File: src/rtl/two_mode_timer_core.sv
// Two-mode timer counting stage: count register, prescaler and IDLE/RUN/PAUSE/DONE control
// around an 8-bit ripple incrementor (stopwatch) and decrementor (countdown).

module two_mode_timer_incr8 (
   input  logic [7:0] a,
   output logic [7:0] y
);
   logic [7:0] carry;

   assign carry[0] = 1'b1;

   genvar gi;
   generate
      for (gi = 0; gi < 8; gi++) begin : g_bit
         assign y[gi] = a[gi] ^ carry[gi];
         if (gi < 7) begin : g_carry
            assign carry[gi+1] = a[gi] & carry[gi];
         end
      end
   endgenerate
endmodule

module two_mode_timer_decr8 (
   input  logic [7:0] a,
   output logic [7:0] y
);
   logic [7:0] borrow;

   assign borrow[0] = 1'b1;

   genvar gi;
   generate
      for (gi = 0; gi < 8; gi++) begin : g_bit
         assign y[gi] = a[gi] ^ borrow[gi];
         if (gi < 7) begin : g_borrow
            assign borrow[gi+1] = ~a[gi] & borrow[gi];
         end
      end
   endgenerate
endmodule

module two_mode_timer_core #(
   parameter int WIDTH    = 8,
   parameter int PRESCALE = 100
) (
   input  logic             clk,
   input  logic             rst,
   input  logic             mode,
   input  logic             load,
   input  logic [WIDTH-1:0] load_val,
   input  logic             start,
   input  logic             stop,
   output logic [WIDTH-1:0] count,
   output logic             tick,
   output logic             running,
   output logic             wrap,
   output logic             done
);
   localparam int PW = $clog2(PRESCALE);
   localparam logic [PW-1:0] PRESC_MAX = PW'(PRESCALE - 1);

   typedef enum logic [1:0] {
      IDLE  = 2'd0,
      RUN   = 2'd1,
      PAUSE = 2'd2,
      DONE  = 2'd3
   } state_t;

   state_t           state_reg, state_next;
   logic [WIDTH-1:0] count_reg, count_next;
   logic [PW-1:0]    presc_reg, presc_next;
   logic             wrap_reg, wrap_next;
   logic [7:0]       inc_val, dec_val;

   two_mode_timer_incr8 u_incr (
      .a (count_reg),
      .y (inc_val)
   );

   two_mode_timer_decr8 u_decr (
      .a (count_reg),
      .y (dec_val)
   );

   assign tick    = (state_reg == RUN) && (presc_reg == PRESC_MAX);
   assign count   = count_reg;
   assign running = (state_reg == RUN);
   assign done    = (state_reg == DONE);
   assign wrap    = wrap_reg;

   always_comb begin
      state_next = state_reg;
      count_next = count_reg;
      presc_next = presc_reg;
      wrap_next  = 1'b0;

      if (load) begin
         count_next = load_val;
         presc_next = '0;
         state_next = IDLE;
      end else begin
         case (state_reg)
            IDLE: begin
               if (start && !stop) begin
                  presc_next = '0;
                  state_next = (mode && count_reg == '0) ? DONE : RUN;
               end
            end
            PAUSE: begin
               if (start && !stop) begin
                  state_next = (mode && count_reg == '0) ? DONE : RUN;
               end
            end
            RUN: begin
               // A stop landing on a tick still completes that period; otherwise the
               // prescaler is frozen so a resume continues mid-period.
               if (tick) begin
                  presc_next = '0;
               end else if (!stop) begin
                  presc_next = presc_reg + 1'b1;
               end
               if (stop) begin
                  state_next = PAUSE;
               end
               if (tick) begin
                  if (!mode) begin
                     count_next = inc_val;
                     wrap_next  = (count_reg == 8'hFF);
                  end else if (count_reg <= 8'h01) begin
                     // Countdown never underflows: reaching (or sitting at) zero ends the run.
                     count_next = '0;
                     state_next = DONE;
                  end else begin
                     count_next = dec_val;
                  end
               end
            end
            DONE: begin
               state_next = DONE;
            end
            default: begin
               state_next = IDLE;
            end
         endcase
      end
   end

   always_ff @(posedge clk) begin
      if (rst) begin
         state_reg <= IDLE;
         count_reg <= '0;
         presc_reg <= '0;
         wrap_reg  <= 1'b0;
      end else begin
         state_reg <= state_next;
         count_reg <= count_next;
         presc_reg <= presc_next;
         wrap_reg  <= wrap_next;
      end
   end
endmodule
File: config.mk
export PLATFORM = sky130hd
export DESIGN_NAME = two_mode_timer_core
export DESIGN_NICKNAME = d
export VERILOG_FILES = /design/src/rtl/two_mode_timer_core.sv
export SDC_FILE = /design/constraint.sdc
export NUM_CORES = 1
export LEC_CHECK = 0
export ABC_AREA = 1
export BUFFER_PORTS_ARGS = -buffer_cell sky130_fd_sc_hd__buf_2
export CORE_MARGIN = 4
export CORE_UTILIZATION = 45
export CTS_BUF_LIST = sky130_fd_sc_hd__clkbuf_4
export DETAILED_ROUTE_END_ITERATION = 10
export PLACE_DENSITY_LB_ADDON = 0.25
export SKIP_CTS_REPAIR_TIMING = 1
export SLEW_MARGIN = 0
export SYNTH_ARGS = -nofsm -noshare
export SYNTH_HDL_FRONTEND = slang
export SYNTH_SLANG_ARGS = --single-unit
export TNS_END_PERCENT = 100
File: constraint.sdc
create_clock -name clk -period 2.75 [get_ports clk]
set_input_delay 0.1375 -clock clk [delete_from_list [all_inputs] [get_ports clk]]
set_output_delay 0.1375 -clock clk [all_outputs]
set_load 0.01 [all_outputs]
After elaboration in Yosys (flattened, before gate mapping)
Cells that the tools add are included.
- $add $sub $neg: 1
- multipliers: 0
- divide/modulo/power cells: 0
- magnitude comparators: 1
- equality and inequality tests: 8
- shift operators: 0
- mux-type cells: 16
- bitwise operators: 35
- reductions and logical operators: 14
- operators by type and width (kind ; number):
    8-bit two-way mux ; 5
    7-bit two-way mux ; 3
    7-bit case mux with 2 select lines ; 1
    1-bit bitwise XOR ; 14
    1-bit bitwise AND ; 12
    2-bit two-way mux ; 6
    1-bit NOT ; 9
    8-bit equality test, second input constant ; 1
    8-bit by 1-bit <= comparator with 1-bit output, second input constant ; 1
    8-bit logical NOT ; 1
    7-bit by 1-bit adder with 7-bit output, second input constant ; 1
    7-bit equality test, second input constant ; 1
    2-bit case mux with 3 select lines ; 1
    2-bit nonzero test ; 3
    5-bit OR reduction ; 1
    2-bit equality test, second input constant ; 2
    2-bit OR reduction ; 2
    1-bit logical AND ; 3
    3-bit != test, second input constant ; 1
    3-bit AND reduction ; 1
    2-bit by 1-bit equality test with 1-bit output, second input constant ; 1
    2-bit logical NOT ; 1
    2-bit by 1-bit != test with 1-bit output, second input constant ; 1
    2-bit != test, second input constant ; 1
    2 further kinds ; 2
- register bits: 18
- latch bits: 0
- RAM bits: 0
- memory bits (read-only): 0
- input bits: 14
- word-level logic and storage cells: 79
- memories kept: 0

Longest topological paths before layout
Gate-level depths: netlist of the first run.
- depth in word-level cells: 13
- mapped depth: 13
- gate-level depth less buffers: 13

Modules after synthesis
From an unflattened synthesis of the first run, not the netlist that was laid out.
- cells, all modules: 226
- area total of the unflattened synthesis: 1391.3 um^2
- modules (own cells, without submodules) (module ; instances ; cells each ; area an instance (um^2) ; seq. area each (um^2)):
    two_mode_timer_core ; 1 ; 190 ; 1151.1 ; 360.3
    two_mode_timer_decr8 ; 1 ; 24 ; 142.6 ; 0.0
    two_mode_timer_incr8 ; 1 ; 12 ; 97.6 ; 0.0

Worst setup path after synthesis of the first run
OpenSTA, ideal clock, no wires.
- path type: reg2reg
- from: reg count_reg[0], in the netlist count[0]
- to: reg count_reg[7], in the netlist count[7]
- arrival time: 2004 ps
- path slack: 675 ps
- stages on the path, launching flop included: 14
- path buffers: 0
- clock period less this slack: 2075 ps
- cells stage by stage: dfxtp_1 inv_1 ha_1 ha_1 ha_1 ha_1 ha_1 ha_1 xnor2_1 nor2_1 nand2_1 nand2_1 nand2_1 a21oi_1
- word-level cells in the longest chain between the ends: 13
- elaborated cells on any way between the ends: 21
- those cells by class: order compare: 1; mux: 5; bitwise: 15
- RTL lines (what ; RTL line ; source):
    from (decl) ; 70 ; logic [WIDTH-1:0] count_reg, count_next;
    from (signal assigned) ; 156 ; count_reg <= count_next;
    1-bit NOT ; 36 ; assign borrow[gi+1] = ~a[gi] & borrow[gi];
    1-bit bitwise AND (6 in a row) ; 36 ;
    1-bit bitwise XOR ; 34 ; assign y[gi] = a[gi] ^ borrow[gi];
    8-bit two-way mux ; 129 ; end else if (count_reg <= 8'h01) begin
    8-bit two-way mux * ; 126 ; if (!mode) begin
    8-bit two-way mux * ; 125 ; if (tick) begin
    8-bit two-way mux * ; 102 ; case (state_reg)
    8-bit two-way mux * ; 97 ; if (load) begin
Every way passes the cells marked *; elsewhere a longest branch is shown, timed or not. The select of a mux whose other input is x is not followed.
A chain may end at the register's enable or synchronous reset.

Final worst setup path of the first run
Same ends and word-level chain as after synthesis.

==> flow_summary.yaml, run 1 <==
synth:
  yosys_register_bits: 18
  synth_sequential_area_ratio_pct: 26.0
  synth.avg_cell_area_sq_um: 6.16
  syn_nets: 253
  yosysWarningCount: 0
  synthDominantAreaCellType: "sky130_fd_sc_hd__dfxtp_1"
  netlist.area_leader.share_pct: 26.0
  post_synth_inst_count: 225
  mappedNetlistArea_sq_um: 1390
  post_synth_num_cell_types: 20
  synthTopCellsByArea: "sky130_fd_sc_hd__dfxtp_1, sky130_fd_sc_hd__nand2_1, sky130_fd_sc_hd__ha_1"
sta:
  timing.final.setup_violations: 0
  min_period_over_period_pct: 77.6
  setup-tns-final_ps: 0
  rsz_0062_raised_after_global_routing: "no"
  worstMarginPinSlew_ps: 676
  timing.max_slew.rel_slack_pct: 54.9
  timing.hold.ws_ps: 134
  clock.fmax_mhz: 469
  timing.final.ws_setup_ps: 617
  finalHoldViolations: 0
  finalClockSkew_ps: 2.83
  fin_crit_ps: 2130
  slew_viol_final: 0
layout:
  fin_cells: 280
  flow.area_growth_from_synthesis_pct: 11.8
  layout.cell_area.non_filler_sq_um: 1550
  n_antenna_cell: 0
  drive_gt1_share_pct: 15.7
  finalCoreUtilization_pct: 54.3
  max_reg_flops: 8
  final_stage_net_count: 279
setup_path:
  timing.critical_path.slowest_stage_cell: "sky130_fd_sc_hd__dfxtp_1"
  worst_path_dominant_cell_family: "adder cells"
  timing.reg2reg.worst_path_depth: 13
  cp_common_cell: "sky130_fd_sc_hd__ha_1"
  path_max_fanout: 6
  critical_path.cell_chain: "inv_1, ha_1, ha_1, ha_1, ha_1, ha_1, ha_1, xnor2_1, nor2_1, nand2_1, nand2_1, nand2_1, a21oi_1"
  worst-path-buf-inv: 1
  cp-start-kind: "register"
  criticalPathCategory: "register to register"
  data_arrival_at_the_endpoint_of_the_critical_path_ps: 2370
  max_stage_delay_ps: 430
  setup.reg_to_reg.worst_slack_ps: 620
  timing.critical_path.required_ps: 2990
  cp-endpoint: "count[7]"
  r2r-end: "count[7]"
  timing.critical_path.depth: 13
  reg2reg_from: "count[0]"
  setup.worst_path.start: "count[0]"
  worstSetupEndpointType: "register"
place:
  cell_count_after_placement: 277
  hpwl_microns: 2290
  post_placement_worst_setup_slack_ps: 621
  portBuffers: 25
  globalplace.congestion: 0.804
  placed_area_sq_um: 1530
global_routing:
  grt_antenna_before_repair: 0
  grt_max_degree: 16
  grt_pass1_wl_microns: 5460
  globalRouteOverflowTotal: 0
  first_global_vias: 1176
  grt_use_total_pct: 16.4
outcome:
  status: "completed"
die:
  initial_utilization_pct: 48.6
  die_extent_in_y_microns: 63.5
  design.die.area_sq_um: 4030
  design.core.area_sq_um: 2850
  pin_count: 26
  placementRows: 19
  die_extent_in_x_microns: 63.5
power_and_ir_drop:
  leakage_nw: 0.751
  powerDensity_nw_per_um2: 374
  irDropWorstVdd_v: 0.000252
  post-layout-total-power_mw: 0.579
routing:
  drc: 0
  via_per_inst: 4.95
  via_count: 1385
  first_iter_violations: 74
  drt_wl_total_microns: 3080
  antenna_violating_nets_post_route: 0
  drt_pass1_iterations: 4
  avgRoutedWirePerCell_microns: 11.0
clock_network:
  cts_max_level: 1
  numCtsBuffers: 3
  clkSlewWorstSetupHoldPaths_ps: 110
  cts.sinks: 18
  tritoncts_clock_tree: "built"
  max-clock-path-buffers: 2
  worst_skew_pair.late_latency_ps: 300
  cts-root-buf: "sky130_fd_sc_hd__clkbuf_4"
run:
  timing.max_cap.violations: 0
hold_path:
  hold_class: "primary input to register"
-- cell families (layout without fill, tap and decap cells) --
| kind of cell | after synthesis | in the layout | synth area share [%] |
|---|---|---|---|
| flops | 18 | 18 | 26.0 |
| buf+inv | 33 | 57 | 9.48 |
| compound gates | 28 | 28 | 10.8 |
| fa+ha+maj | 14 | 14 | 12.6 |
| xor+xnor | 2 | 2 | 1.26 |
| simple gates | 130 | 130 | 39.7 |
-- metal layers --
metal  up-vias  share of wire, %  GRT usage (%)
met5         -                 0              0
met2        26                42           24.1
met4         0              0.68           3.23
met3         2               4.8           4.09
met1       594                52           23.9
li1        763                 -              -
-- cells in the mapped netlist --
cell type / number
sky130_fd_sc_hd__a21oi_1: 18
sky130_fd_sc_hd__a21oi_2: 2
sky130_fd_sc_hd__buf_6: 1
sky130_fd_sc_hd__clkbuf_1: 3
sky130_fd_sc_hd__dfxtp_1: 18
sky130_fd_sc_hd__ha_1: 14
sky130_fd_sc_hd__inv_1: 28
sky130_fd_sc_hd__inv_2: 1
sky130_fd_sc_hd__nand2_1: 65
sky130_fd_sc_hd__nand2_2: 2
sky130_fd_sc_hd__nand3_1: 10
sky130_fd_sc_hd__nand4_1: 6
sky130_fd_sc_hd__nor2_1: 38
sky130_fd_sc_hd__nor2_2: 4
sky130_fd_sc_hd__nor2_4: 2
sky130_fd_sc_hd__nor3_1: 2
sky130_fd_sc_hd__nor4_1: 1
sky130_fd_sc_hd__o21ai_0: 7
sky130_fd_sc_hd__o21bai_1: 1
sky130_fd_sc_hd__xnor2_1: 2
-- cells in the final DEF (no fill, tap or decap), drive strengths merged, types with 3 or more instances in the layout --
cell type / synthesis / final
nand2: 67 / 67
nor2: 44 / 44
inv: 29 / 29
buf: 1 / 25
a21oi: 20 / 20
dfxtp: 18 / 18
ha: 14 / 14
nand3: 10 / 10
o21ai: 7 / 7
nand4: 6 / 6
clkbuf: 3 / 3
-- power breakdown --
part / total [mW] / switching, mW / leakage [nW] / internal [mW]
logic: 0.155 / 0.0927 / 0.590 / 0.0622
clock network: 0.136 / 0.0853 / 0.0138 / 0.0511
registers: 0.287 / 0.0163 / 0.147 / 0.271
-- worst min-delay path by stage --
stage                startpoint            to  depth (start not counted)
finish                      rst      count[3]                          2
global route                rst      count[3]                          2
CTS                         rst      count[3]                          2
detailed placement          rst      count[3]                          2
global placement    load_val[1]      count[1]                          5
floorplan                  load  presc_reg[2]                          3
-- area by class of cell --
| class | count | area, sq um |
|---|---|---|
| inverter | 29 | 109 |
| tap | 31 | 38.8 |
| clock buffer | 3 | 22.5 |
| timing repair buffer | 25 | 125 |
| fill | 302 | 1300 |
| sequential | 18 | 360 |
| multi-input combinational | 174 | 893 |
-- worst register-to-register path: stages, from the launching register on --
cell,delay [ps]
sky130_fd_sc_hd__dfxtp_1,430
sky130_fd_sc_hd__inv_1,70
sky130_fd_sc_hd__ha_1,210
sky130_fd_sc_hd__ha_1,180
sky130_fd_sc_hd__ha_1,180
sky130_fd_sc_hd__ha_1,180
sky130_fd_sc_hd__ha_1,180
sky130_fd_sc_hd__ha_1,180
sky130_fd_sc_hd__xnor2_1,120
sky130_fd_sc_hd__nor2_1,90
sky130_fd_sc_hd__nand2_1,60
sky130_fd_sc_hd__nand2_1,60
sky130_fd_sc_hd__nand2_1,50
sky130_fd_sc_hd__a21oi_1,100
Power figures use the tool's default switching activity.
==> run 2: changes to the inputs <==
--- a/config.mk
+++ b/config.mk
@@ -5,7 +5,7 @@
 export SDC_FILE = /design/constraint.sdc
 export NUM_CORES = 1
 export LEC_CHECK = 0
-export ABC_AREA = 1
+export ABC_AREA = 0
 export BUFFER_PORTS_ARGS = -buffer_cell sky130_fd_sc_hd__buf_2
 export CORE_MARGIN = 4
 export CORE_UTILIZATION = 45
==> constraint.sdc (replaced) <==
create_clock -name clk -period 1.8 [get_ports clk]
set_input_delay 0.09 -clock clk [delete_from_list [all_inputs] [get_ports clk]]
set_output_delay 0.09 -clock clk [all_outputs]
set_load 0.01 [all_outputs]
==> run 2 against run 1 <==
  * The flow now finishes with violations (setup timing)
  * Sequential power rose by 52%
  * Maximum frequency is 17% higher
  * First-iteration DRC count up 1.4%
  * Clock skew is 1.8 ps higher
  * Clock-buffer cell count unchanged
  * Design area is 9.0% higher
==> flow_summary.yaml, run 2 <==
setup_path:
  timing.critical_path.slowest_stage_cell: "sky130_fd_sc_hd__dfxtp_4"
  r2r-end: "count[7]"
  worstSetupEndpointType: "register"
  reg2reg_from: "count[1]"
  path_max_fanout: 3
  cp_common_cell: "sky130_fd_sc_hd__ha_4"
  data_arrival_at_the_endpoint_of_the_critical_path_ps: 2030
  timing.critical_path.required_ps: 2000
  worst_path_dominant_cell_family: "adder cells"
  timing.reg2reg.worst_path_depth: 10
  criticalPathCategory: "register to register"
  worst-path-buf-inv: 0
  critical_path.cell_chain: "ha_4, ha_4, ha_4, ha_4, ha_4, ha_4, xnor2_2, o21ai_1, a31oi_1, o21ai_1"
  cp-start-kind: "register"
  setup.reg_to_reg.worst_slack_ps: -30
  max_stage_delay_ps: 380
layout:
  max_reg_flops: 8
  layout.cells.most_common: "sky130_fd_sc_hd__buf_2"
  fin_cells: 209
  register_area_sq_um: 369
  fillers: 241
  drive_gt1_share_pct: 38.8
  layout.cells.most_common_list: "sky130_fd_sc_hd__buf_2, sky130_fd_sc_hd__inv_1, sky130_fd_sc_hd__dfxtp_1, sky130_fd_sc_hd__ha_4, sky130_fd_sc_hd__nor2_1"
  layout.cell_area.non_filler_sq_um: 1690
  n_antenna_cell: 0
  final_stage_net_count: 207
  flow.area_growth_from_synthesis_pct: 28.8
  multi_input_comb_area_sq_um: 995
die:
  design.die.area_sq_um: 3840
  placementRows: 19
  die_extent_in_y_microns: 62.0
  initial_utilization_pct: 47.5
  pin_count: 26
  design.core.area_sq_um: 2760
  die_extent_in_x_microns: 62.0
outcome:
  failed_checks: "setup timing"
  status: "finished with violations"
clock_network:
  clkSlewWorstSetupHoldPaths_ps: 120
  max-clock-path-buffers: 2
  cts_max_level: 1
  numCtsBuffers: 3
  cts.sinks: 18
  tritoncts_clock_tree: "built"
  cts-root-buf: "sky130_fd_sc_hd__clkbuf_4"
  worst_skew_pair.late_latency_ps: 300
place:
  post_placement_worst_setup_slack_ps: -54.1
  placed_area_sq_um: 1650
  cell_count_after_placement: 204
  hpwl_microns: 2330
  portBuffers: 25
  globalplace.congestion: 0.933
sta:
  timing.hold.ws_ps: 27.7
  setup-tns-final_ps: -44.2
  clock.fmax_mhz: 546
  finalClockSkew_ps: 4.64
  worstMarginPinSlew_ps: 372
  min_period_over_period_pct: 102
  slew_viol_final: 0
  timing.max_slew.rel_slack_pct: 75.1
  rsz_0062_raised_after_global_routing: "yes"
  timing.final.setup_violations: 2
  timing.final.ws_setup_ps: -30.8
  fin_crit_ps: 1830
  finalHoldViolations: 0
synth:
  synth.avg_cell_area_sq_um: 8.85
  synth_async_sr_flop_share_pct: 0
  synth_sequential_area_ratio_pct: 27.5
  synthDominantAreaCellType: "sky130_fd_sc_hd__dfxtp_1"
  synthTopCellsByArea: "sky130_fd_sc_hd__dfxtp_1, sky130_fd_sc_hd__ha_1, sky130_fd_sc_hd__inv_1"
  most_used_flip_flop_cell_after_synthesis: "sky130_fd_sc_hd__dfxtp_1"
  netlist.area_leader.share_pct: 27.5
  synthMostInstantiatedCell: "sky130_fd_sc_hd__inv_1"
  yosys-top-cells-count: "sky130_fd_sc_hd__inv_1, sky130_fd_sc_hd__dfxtp_1, sky130_fd_sc_hd__ha_1"
  yosys_register_bits: 18
  post_synth_num_cell_types: 49
  mappedNetlistArea_sq_um: 1310
  synth_edf_count: 0
  post_synth_inst_count: 148
  syn_nets: 176
  yosysWarningCount: 0
routing:
  drc: 0
  drt_pass1_iterations: 4
  via_per_inst: 5.86
  antenna_violating_nets_post_route: 0
  via_count: 1225
  avgRoutedWirePerCell_microns: 14.5
  drt_wl_total_microns: 3030
  first_iter_violations: 75
global_routing:
  grt_max_degree: 19
  grt_pass1_wl_microns: 4990
  globalRouteOverflowTotal: 0
  grt_use_total_pct: 17.0
  first_global_vias: 1112
  grt_antenna_before_repair: 0
hold_path:
  worst_hold_path.num_cells: 3
  hold_class: "primary input to register"
  min_delay_worst_endpoint: "count[7]"
  timing.hold.worst.start: "load_val[7]"
run:
  timing.max_cap.violations: 0
power_and_ir_drop:
  leakage_nw: 0.659
  powerDensity_nw_per_um2: 517
  irDropWorstVdd_v: 0.000335
[run 2: final cells by class]
cell class | count | area share (%)
clock buffers | 3 | 1.33
clock inverters | 1 | 0.222
inverters | 21 | 5.26
multi-input cells | 104 | 58.9
flip-flops and latches | 18 | 21.9
well taps | 31 | 2.30
repair buffers | 31 | 10.1
[run 2: how the worst max path moves through the flow]
stage	from	end	slack, ps	depth (start not counted)
2_1_floorplan	count[0]	count[7]	5	10
3_3_place_gp	count[1]	count[7]	-8	10
3_5_place_dp	count[1]	count[7]	-50	10
4_1_cts	count[1]	count[7]	-80	10
5_1_grt	count[1]	count[7]	-120	10
6_report	count[1]	count[7]	-30	10
[run 2: cells by family after synthesis]
family / after synthesis / synth area share [%]
adders and majority gates: 14 / 13.4
xor gates and xnor gates: 3 / 2.01
and+or+nand+nor: 45 / 24.5
DFF: 18 / 27.5
AOI/OAI and AO/OA: 42 / 23.6
buffers and inverters: 26 / 9.07
[run 2: per-layer routing]
| layer | global-route usage [%] | vias to the layer above | routed length [microns] | part of all wire, % |
|---|---|---|---|---|
| met1 | 24.7 | 572 | 1470 | 48 |
| met2 | 26.5 | 39 | 1390 | 46 |
| met3 | 2.48 | 2 | 160 | 5.3 |
| met5 | 0 | - | 0 | 0 |
| met4 | 3.64 | 0 | 14 | 0.46 |
| li1 | - | 612 | - | - |
[run 2: power breakdown]
group	internal [mW]	leakage, nW	total, mW	switching, mW
Clock	0.0807	0.0154	0.219	0.139
Sequential	0.411	0.149	0.437	0.0261
Combinational	0.104	0.495	0.216	0.112
[run 2: worst reg2reg max path: stages (launching register included)]
cell	delay, ps
sky130_fd_sc_hd__dfxtp_4	380
sky130_fd_sc_hd__ha_4	170
sky130_fd_sc_hd__ha_4	160
sky130_fd_sc_hd__ha_4	150
sky130_fd_sc_hd__ha_4	150
sky130_fd_sc_hd__ha_4	150
sky130_fd_sc_hd__ha_4	150
sky130_fd_sc_hd__xnor2_2	120
sky130_fd_sc_hd__o21ai_1	70
sky130_fd_sc_hd__a31oi_1	150
sky130_fd_sc_hd__o21ai_1	70
[run 2: per-stage QoR]
step	power, mW	utilization, %
after global routing	0.923	61.2
after global placement	0.654	59.7
final	0.873	61.2
after CTS	0.878	60.7
after floorplan	0.593	-
after detailed placement	0.662	59.7
==> run 3: changes to the inputs <==
--- a/config.mk
+++ b/config.mk
@@ -5,7 +5,7 @@
 export SDC_FILE = /design/constraint.sdc
 export NUM_CORES = 1
 export LEC_CHECK = 0
-export ABC_AREA = 0
+export ABC_AREA = 1
 export BUFFER_PORTS_ARGS = -buffer_cell sky130_fd_sc_hd__buf_2
 export CORE_MARGIN = 4
 export CORE_UTILIZATION = 45
==> run 3 against run 2 <==
  * The run still ends with setup timing left
  * Cell count up 40%
  * Power up 9.7%
  * Clock power down 2%
  * Design area up 4.6%
  * Global-route usage up 0.17 points
  * Sequential cell count unchanged
  * Critical endpoint unchanged
  * Clock-buffer cell count unchanged
  * Via count up 20%
  * Die area up 5.0%
  * Highest routed layer unchanged
  * Non-clock buffer count up 5
  * Routed wire length up 7.8%
  * Largest power group unchanged
  * Maximum frequency down 5.4%
==> flow_summary.yaml, run 3 (synthesis gave the netlist of run 1 again) <==
place:
  placed_area_sq_um: 1710
  globalplace.congestion: 0.802
  portBuffers: 25
  cell_count_after_placement: 287
  hpwl_microns: 2490
power_and_ir_drop:
  switching_power_mw: 0.325
  powerDensity_nw_per_um2: 542
  post-layout-total-power_mw: 0.957
  irDropWorstVdd_v: 0.000397
  clkPwrFrac_pct: 22.5
  p_int_mw: 0.632
  sequentialPowerShare_pct: 45.9
  part_of_the_power_in_combinational_logic_pct: 31.6
  leakage_nw: 0.802
  netSwitchingFraction_pct: 33.9
die:
  die_extent_in_x_microns: 63.5
  design.die.area_sq_um: 4030
  pin_count: 26
  design.core.area_sq_um: 2850
  die_extent_in_y_microns: 63.5
  initial_utilization_pct: 48.6
  placementRows: 19
layout:
  finalCoreUtilization_pct: 61.9
  final_stage_net_count: 290
  layout.cells.most_common: "sky130_fd_sc_hd__nand2_1"
  layout.cell_area.non_filler_sq_um: 1770
  fin_cells: 292
  flow.area_growth_from_synthesis_pct: 27.5
  layout.cells.most_common_list: "sky130_fd_sc_hd__nand2_1, sky130_fd_sc_hd__nor2_1, sky130_fd_sc_hd__inv_1, sky130_fd_sc_hd__buf_2, sky130_fd_sc_hd__a21oi_1"
  max_reg_flops: 8
  n_antenna_cell: 0
  drive_gt1_share_pct: 26.1
sta:
  rsz_0062_raised_after_global_routing: "yes"
  timing.hold.ws_ps: 71.5
  finalClockSkew_ps: 0.953
  timing.final.ws_setup_ps: -136
  timing.final.setup_violations: 2
  min_period_over_period_pct: 108
  clock.fmax_mhz: 516
  worstMarginPinSlew_ps: 435
  timing.max_slew.rel_slack_pct: 70.9
  fin_crit_ps: 1940
  finalHoldViolations: 0
  slew_viol_final: 0
setup_path:
  criticalPathCategory: "register to register"
  cp_common_cell: "sky130_fd_sc_hd__ha_4"
  r2r-end: "count[7]"
  timing.critical_path.slowest_stage_cell: "sky130_fd_sc_hd__dfxtp_4"
  cp-start-kind: "register"
  path_max_fanout: 3
  timing.reg2reg.worst_path_depth: 13
  setup.reg_to_reg.worst_slack_ps: -140
  reg2reg_from: "count[1]"
  max_stage_delay_ps: 390
  critical_path.cell_chain: "inv_4, ha_4, ha_4, ha_4, ha_4, ha_4, ha_4, xnor2_1, nor2_1, nand2_1, nand2_1, nand2_1, a21oi_1"
  data_arrival_at_the_endpoint_of_the_critical_path_ps: 2180
  timing.critical_path.required_ps: 2040
  worstSetupEndpointType: "register"
hold_path:
  worst_hold_path.num_cells: 2
  min_delay_worst_endpoint: "count[3]"
  timing.hold.worst.start: "rst"
  hold_class: "primary input to register"
routing:
  avgRoutedWirePerCell_microns: 11.2
  via_per_inst: 5.01
  drc: 0
  first_iter_violations: 94
  drt_pass1_iterations: 4
  drt_wl_total_microns: 3270
  antenna_violating_nets_post_route: 0
  via_count: 1464
global_routing:
  first_global_vias: 1240
  grt_max_degree: 16
  grt_use_total_pct: 17.2
  grt_pass1_wl_microns: 5550
  globalRouteOverflowTotal: 0
  grt_antenna_before_repair: 0
clock_network:
  numCtsBuffers: 3
  clkSlewWorstSetupHoldPaths_ps: 100
  cts_max_level: 1
  max-clock-path-buffers: 2
  worst_skew_pair.late_latency_ps: 300
  tritoncts_clock_tree: "built"
  cts-root-buf: "sky130_fd_sc_hd__clkbuf_4"
  cts.sinks: 18
outcome:
  status: "finished with violations"
  failed_checks: "setup timing"
run:
  timing.max_cap.violations: 0
-- run 3: final cells by class --
type	count	area, sq um
Sequential cell	18	369
Timing Repair Buffer	36	208
Clock buffer	3	22.5
Fill cell	290	1090
Tap cell	31	38.8
Inverter	29	111
Clock inverter	1	3.75
Multi-Input combinational cell	174	1010
-- run 3: how the worst max path moves through the flow --
| stage | from | end | slack, ps |
|---|---|---|---|
| global route | count[1] | count[7] | -190 |
| finish | count[1] | count[7] | -140 |
| CTS | count[1] | count[7] | -130 |
| detailed placement | count[1] | count[7] | -90 |
| floorplan | count[0] | count[7] | -50 |
| global placement | count[1] | count[7] | -50 |
-- run 3: per-layer routing --
metal | vias to the layer above | global-route usage, % | wire, microns
met3 | 7 | 3.91 | 216
met1 | 633 | 23.3 | 1520
met4 | 0 | 4.04 | 50
met5 | - | 0 | 0
li1 | 781 | - | -
met2 | 43 | 27.4 | 1490
-- run 3: stage by stage --
stage / setup TNS [ps] / worst slack [ps]
final: -175 / -136
after floorplan: -51.4 / -51.4
after detailed placement: -128 / -88.2
after CTS: -198 / -125
after global placement: -77.3 / -54.3
after global routing: -306 / -186
-- run 3: power groups by stage --
stage | sequential [mW] | combinational [mW] | clock [mW]
global route | 0.442 | 0.351 | 0.243
global placement | 0.447 | 0.295 | 0
finish | 0.439 | 0.302 | 0.215
CTS | 0.438 | 0.302 | 0.223
detailed placement | 0.446 | 0.301 | 0
floorplan | 0.452 | 0.208 | 0
-- run 3: critical path: cells and delay by family (launching register included) --
kind / cells / cell delay, ps
AOI/OAI and AO/OA: 1 / 150
adders and majority gates: 6 / 910
buffers and inverters: 1 / 40
DFF: 1 / 390
and+or+nand+nor: 4 / 260
xor gates and xnor gates: 1 / 110
